==> src/rtl/prbs_pkg.sv <==
// Shared types, constants and the 32-bit Galois LFSR step for the PRBS generator/checker pair.
package prbs_pkg;

    localparam int unsigned LFSR_W = 32;
    localparam int unsigned RUN_W  = 8;
    localparam int unsigned POP_W  = 6;

    localparam logic [LFSR_W-1:0] LFSR32_SEED = 32'h1;

    typedef enum logic [1:0] {
        SEARCH = 2'd0,
        VERIFY = 2'd1,
        LOCKED = 2'd2
    } prbs_state_t;

    // Tracking payload: predicted next word plus the match/mismatch run length.
    typedef struct packed {
        logic [LFSR_W-1:0] expected;
        logic [RUN_W-1:0]  run;
    } prbs_track_t;

    function automatic logic [LFSR_W-1:0] lfsr32_next(input logic [LFSR_W-1:0] q);
        logic [LFSR_W-1:0] n;
        n[31]    = q[0];
        n[30:22] = q[31:23];
        n[21]    = q[22] ^ q[0];
        n[20:2]  = q[21:3];
        n[1]     = q[2] ^ q[0];
        n[0]     = q[1] ^ q[0];
        return n;
    endfunction

endpackage

==> src/rtl/prbs_popcount32.sv <==
// Combinational population count of a 32-bit word.
module prbs_popcount32
    import prbs_pkg::*;
(
    input  logic [LFSR_W-1:0] data,
    output logic [POP_W-1:0]  count_c
);

    always_comb begin
        count_c = '0;
        for (int i = 0; i < int'(LFSR_W); i++) begin
            count_c = count_c + POP_W'(data[i]);
        end
    end

endmodule

==> config.mk <==
export PLATFORM = sky130hd
export DESIGN_NAME = prbs_popcount32
export DESIGN_NICKNAME = d
export VERILOG_FILES = /design/src/rtl/prbs_pkg.sv /design/src/rtl/prbs_popcount32.sv
export SDC_FILE = /design/constraint.sdc
export NUM_CORES = 1
export LEC_CHECK = 0
export BUFFER_PORTS_ARGS = -buffer_cell sky130_fd_sc_hd__buf_4
export CAP_MARGIN = 5
export CORE_MARGIN = 4
export CORE_UTILIZATION = 44
export DETAILED_ROUTE_END_ITERATION = 7
export MAX_ROUTING_LAYER = met4
export PLACE_DENSITY_LB_ADDON = 0.3
export SYNTH_ARGS = -nofsm -noshare
export SYNTH_HDL_FRONTEND = slang
export SYNTH_SLANG_ARGS = --single-unit
==> constraint.sdc <==
create_clock -name vclk -period 5.3
set_input_delay 0.53 -clock vclk [all_inputs]
set_output_delay 0.53 -clock vclk [all_outputs]
set_load 0.01 [all_outputs]
; After elaboration in Yosys (flattened, before gate mapping)
; Cells that the tools add are included.
[word_totals]
out_inout_bits = 6
elab_cells = 31
reg_bits = 0
inputBits = 32
[op_classes]
add_sub_neg = 31
[op_table]
columns = cell, count
row1 = 6-bit by 1-bit adder with 6-bit output, 26
row2 = 5-bit by 1-bit adder with 6-bit output, 1
row3 = 4-bit by 1-bit adder with 5-bit output, 1
row4 = 3-bit by 1-bit adder with 4-bit output, 1
row5 = 2-bit by 1-bit adder with 3-bit output, 1
row6 = 1-bit by 1-bit adder with 2-bit output, 1

; Longest topological paths before layout
[depth]
ltp_word = 31
depth_mapped = 16
ltp_nobuf = 16

; Worst setup path after synthesis
; OpenSTA, ideal clock, no wires.
[synth_timing]
path_type = input port to output port
from = input data[0]
to = output count_c[4]
n_path_buf = 0
stages = 16
required_time_ps = 4770
setup_slack_ps = 74
arrival_ps = 4696
path_cell_list = inv_1 > fa_1 > inv_1 > fa_1 > fa_1 > fa_1 > fa_1 > inv_1 > fa_1 > inv_1 > ha_1 > inv_1 > fa_1 > nand2b_1 > a21oi_2 > xor2_1
[synth_between]
elab_chain_cells = 31
[synth_lines]
columns = element, line
row1 = from (decl), prbs_popcount32.sv:5  ; input logic [LFSR_W-1:0] data,
row2 = 1-bit by 1-bit adder with 2-bit output, prbs_popcount32.sv:12  ; count_c = count_c + POP_W'(data[i]);
row3 = 2-bit by 1-bit adder with 3-bit output, prbs_popcount32.sv:12
row4 = 3-bit by 1-bit adder with 4-bit output, prbs_popcount32.sv:12
row5 = 4-bit by 1-bit adder with 5-bit output, prbs_popcount32.sv:12
row6 = 5-bit by 1-bit adder with 6-bit output, prbs_popcount32.sv:12
row7 = 6-bit by 1-bit adder with 6-bit output (26 in series), prbs_popcount32.sv:12
row8 = to (decl), prbs_popcount32.sv:6  ; output logic [POP_W-1:0] count_c
; No other way between the ends.

; Worst setup path after layout
; Same ends and word-level chain as after synthesis.

==> flow_metrics.py <==
metrics = {
    "floorplanning": {
        "fp.dieW_um": 49.5,
        "dieArea_mm2": 0.00245,
        "dieHeight_um": 49.5,
        "io_pins": 38,
        "rows": 14,
        "initial_core_util_pct": 48.6,
        "coreArea_mm2": 0.00156,
    },
    "worst_hold_path": {
        "hp-class": "input port to primary output",
    },
    "final_layout": {
        "drive_gt1_share_pct": 47.0,
        "register_area_um2": 0,
        "n_clock_buffer": 0,
        "diodes": 0,
        "area_delta_synth_final_pct": 50.5,
        "nNetsFinal": 180,
        "instances_no_fill": 131,
        "seq_cells": 0,
    },
    "worst_setup_path": {
        "cp.arrival_ns": 4.86,
        "end_kind": "primary output",
        "cp-start-kind": "input port",
        "endpoint": "count_c[4]",
        "path_max_fanout": 2,
        "crit_type": "input port to primary output",
        "setup.worst_path.start": "data[0]",
        "cp.required_ns": 4.77,
    },
    "synth": {
        "syn-num-nets": 136,
        "synth_fa_ha_area_share_pct": 74.9,
        "synth_compound_area_share_pct": 3.96,
        "synthCells": 73,
        "synth_top_family_by_area": "adder cells",
        "syn_area_um2": 758,
        "ys.warnings.count": 0,
        "yosysTopAreaCell": "fa_1",
        "syn_avg_cell_area_um2": 10.4,
        "synth_area_leaders": "fa_1 (63%), inv_1 (15%), ha_1 (12%)",
        "ys_seq_area_share_pct": 0,
        "synthMuxAreaShare_pct": 0,
        "synth-simple-area-share_pct": 2.81,
        "synth_xor_xnor_area_share_pct": 3.47,
        "yosysUniqueCellTypes": 11,
        "synth_top_area_share_pct": 63.4,
    },
    "routing": {
        "drt_iter0_markers": 0,
        "drc": 0,
        "ant_nets": 0,
        "post_drt_wl_per_cell_um": 10.9,
        "drt-vias-per-instance": 4.48,
        "routed_wl_um": 1430,
        "num_vias": 587,
        "first_pass_iters": 1,
    },
    "global_route": {
        "grt_first_pass_wirelength_um": 2660,
        "grt_use_total_pct": 13.5,
        "overflow": 0,
        "grt_pass1_vias": 686,
        "grt_max_degree": 4,
        "antenna_found_initial": 0,
    },
    "timing": {
        "finalWorstSetupSlack_ns": -0.0949,
        "fmax_mhz": 185,
        "worst_pin_slew_ns": 0.230,
        "rsz0062_at_grt": "true",
        "slew_headroom_pct": 84.6,
        "setup_viol": 3,
        "finalCritPeriodShare_pct": 102,
        "period_minus_slack_ns": 5.39,
        "hold_viol": 0,
        "drv_slew": 0,
    },
    "status": {
        "violations": "setup timing",
        "status": "complete, but fails checks",
    },
    "placed_design": {
        "placed_cells": 129,
        "io_buffer_count": 38,
        "hpwl_um": 1400,
        "gp_congestion": 0.646,
    },
    "job": {
        "max-cap-violations": 0,
    },
}
[worst max-delay path, stage by stage]
cell and delay (ns):
buf_6 0.07, inv_2 0.03, fa_1 0.55, inv_2 0.04
fa_1 0.53, fa_1 0.44, fa_1 0.50, fa_1 0.53
inv_1 0.05, fa_1 0.45, inv_2 0.08, ha_4 0.14
inv_2 0.04, fa_2 0.33, nand2b_4 0.15, a21oi_2 0.13
xor2_1 0.16, buf_4 0.14
[worst min path at each step]
stage | depth (start not counted) | to | startpoint | slack, ns
3_5_place_dp | 3 | count_c[0] | data[2] | 1.36
4_1_cts | 3 | count_c[0] | data[2] | 1.39
2_1_floorplan | 1 | count_c[0] | data[2] | 1.21
6_report | 3 | count_c[0] | data[2] | 1.37
5_1_grt | 3 | count_c[0] | data[2] | 1.38
3_3_place_gp | 3 | count_c[0] | data[2] | 1.36
[what timing repair did]
| action | 4_1_cts | 5_1_grt |
|---|---|---|
| hold buffers | 0 | 0 |
| pin swaps | 7 | 3 |
| resized for setup | 5 | 11 |
| setup endpoints to repair | 4 | 5 |
| setup buffers | 1 | 2 |
[cells by family after synthesis]
| logic type | Yosys count |
|---|---|
| AND/OR/NAND/NOR | 5 |
| AO/OA/AOI/OAI | 4 |
| XOR/XNOR | 3 |
| adder cells (fa/ha/maj) | 31 |
| buffers and inverters | 30 |
[layer usage]
| layer | vias to the layer above | wire length, um | track usage (%) |
|---|---|---|---|
| met3 | 0 | 96 | 1.51 |
| met1 | 285 | 429 | 13.4 |
| li1 | 284 | - | - |
| met2 | 18 | 903 | 29.2 |
| met5 | - | 0 | - |
| met4 | 0 | 0 | 0 |
[cell usage after synthesis]
cell,n
a21oi_2,2
a21o_1,1
nand2_1,2
nand2b_1,1
fa_1,24
nor2_1,2
xnor2_1,2
inv_1,30
xor2_1,1
o21ai_0,1
ha_1,7
[cells in the final DEF (no fill, tap or decap)]
cell type / netlist / layout
ha_1: 7 / 6
xor2_1: 1 / 1
nand2_1: 2 / 2
inv_2: 0 / 5
buf_4: 0 / 38
fa_1: 24 / 22
xnor2_1: 2 / 1
nor2_1: 2 / 2
inv_1: 30 / 25
buf_6: 0 / 4
a21oi_2: 2 / 2
o21ai_1: 0 / 1
fa_2: 0 / 2
nand2b_4: 0 / 1
ha_4: 0 / 1
xnor2_2: 0 / 1
a21o_1: 1 / 1
[final cells by class]
cell class	count	area [um2]
Multi-Input combinational cell	43	678
Tap cell	16	20.0
Timing Repair Buffer	42	330
Fill cell	112	418
Inverter	30	113
[per-stage QoR]
step	area (um2)	hold slack, ns	util [%]	setup WS (ns)	setup TNS [ns]
after floorplan	758	1.21	-	0.0745	0
after global placement	1080	1.36	69.2	-0.135	-0.152
after CTS	1100	1.39	70.5	-0.173	-0.289
after global routing	1140	1.38	73.2	-0.350	-1.06
final	1140	1.37	73.2	-0.0949	-0.160
after detailed placement	1080	1.36	69.2	-0.231	-0.483
Power is not shown: default switching activity piles up to over one toggle a cycle in this logic, so the estimate is an artifact.
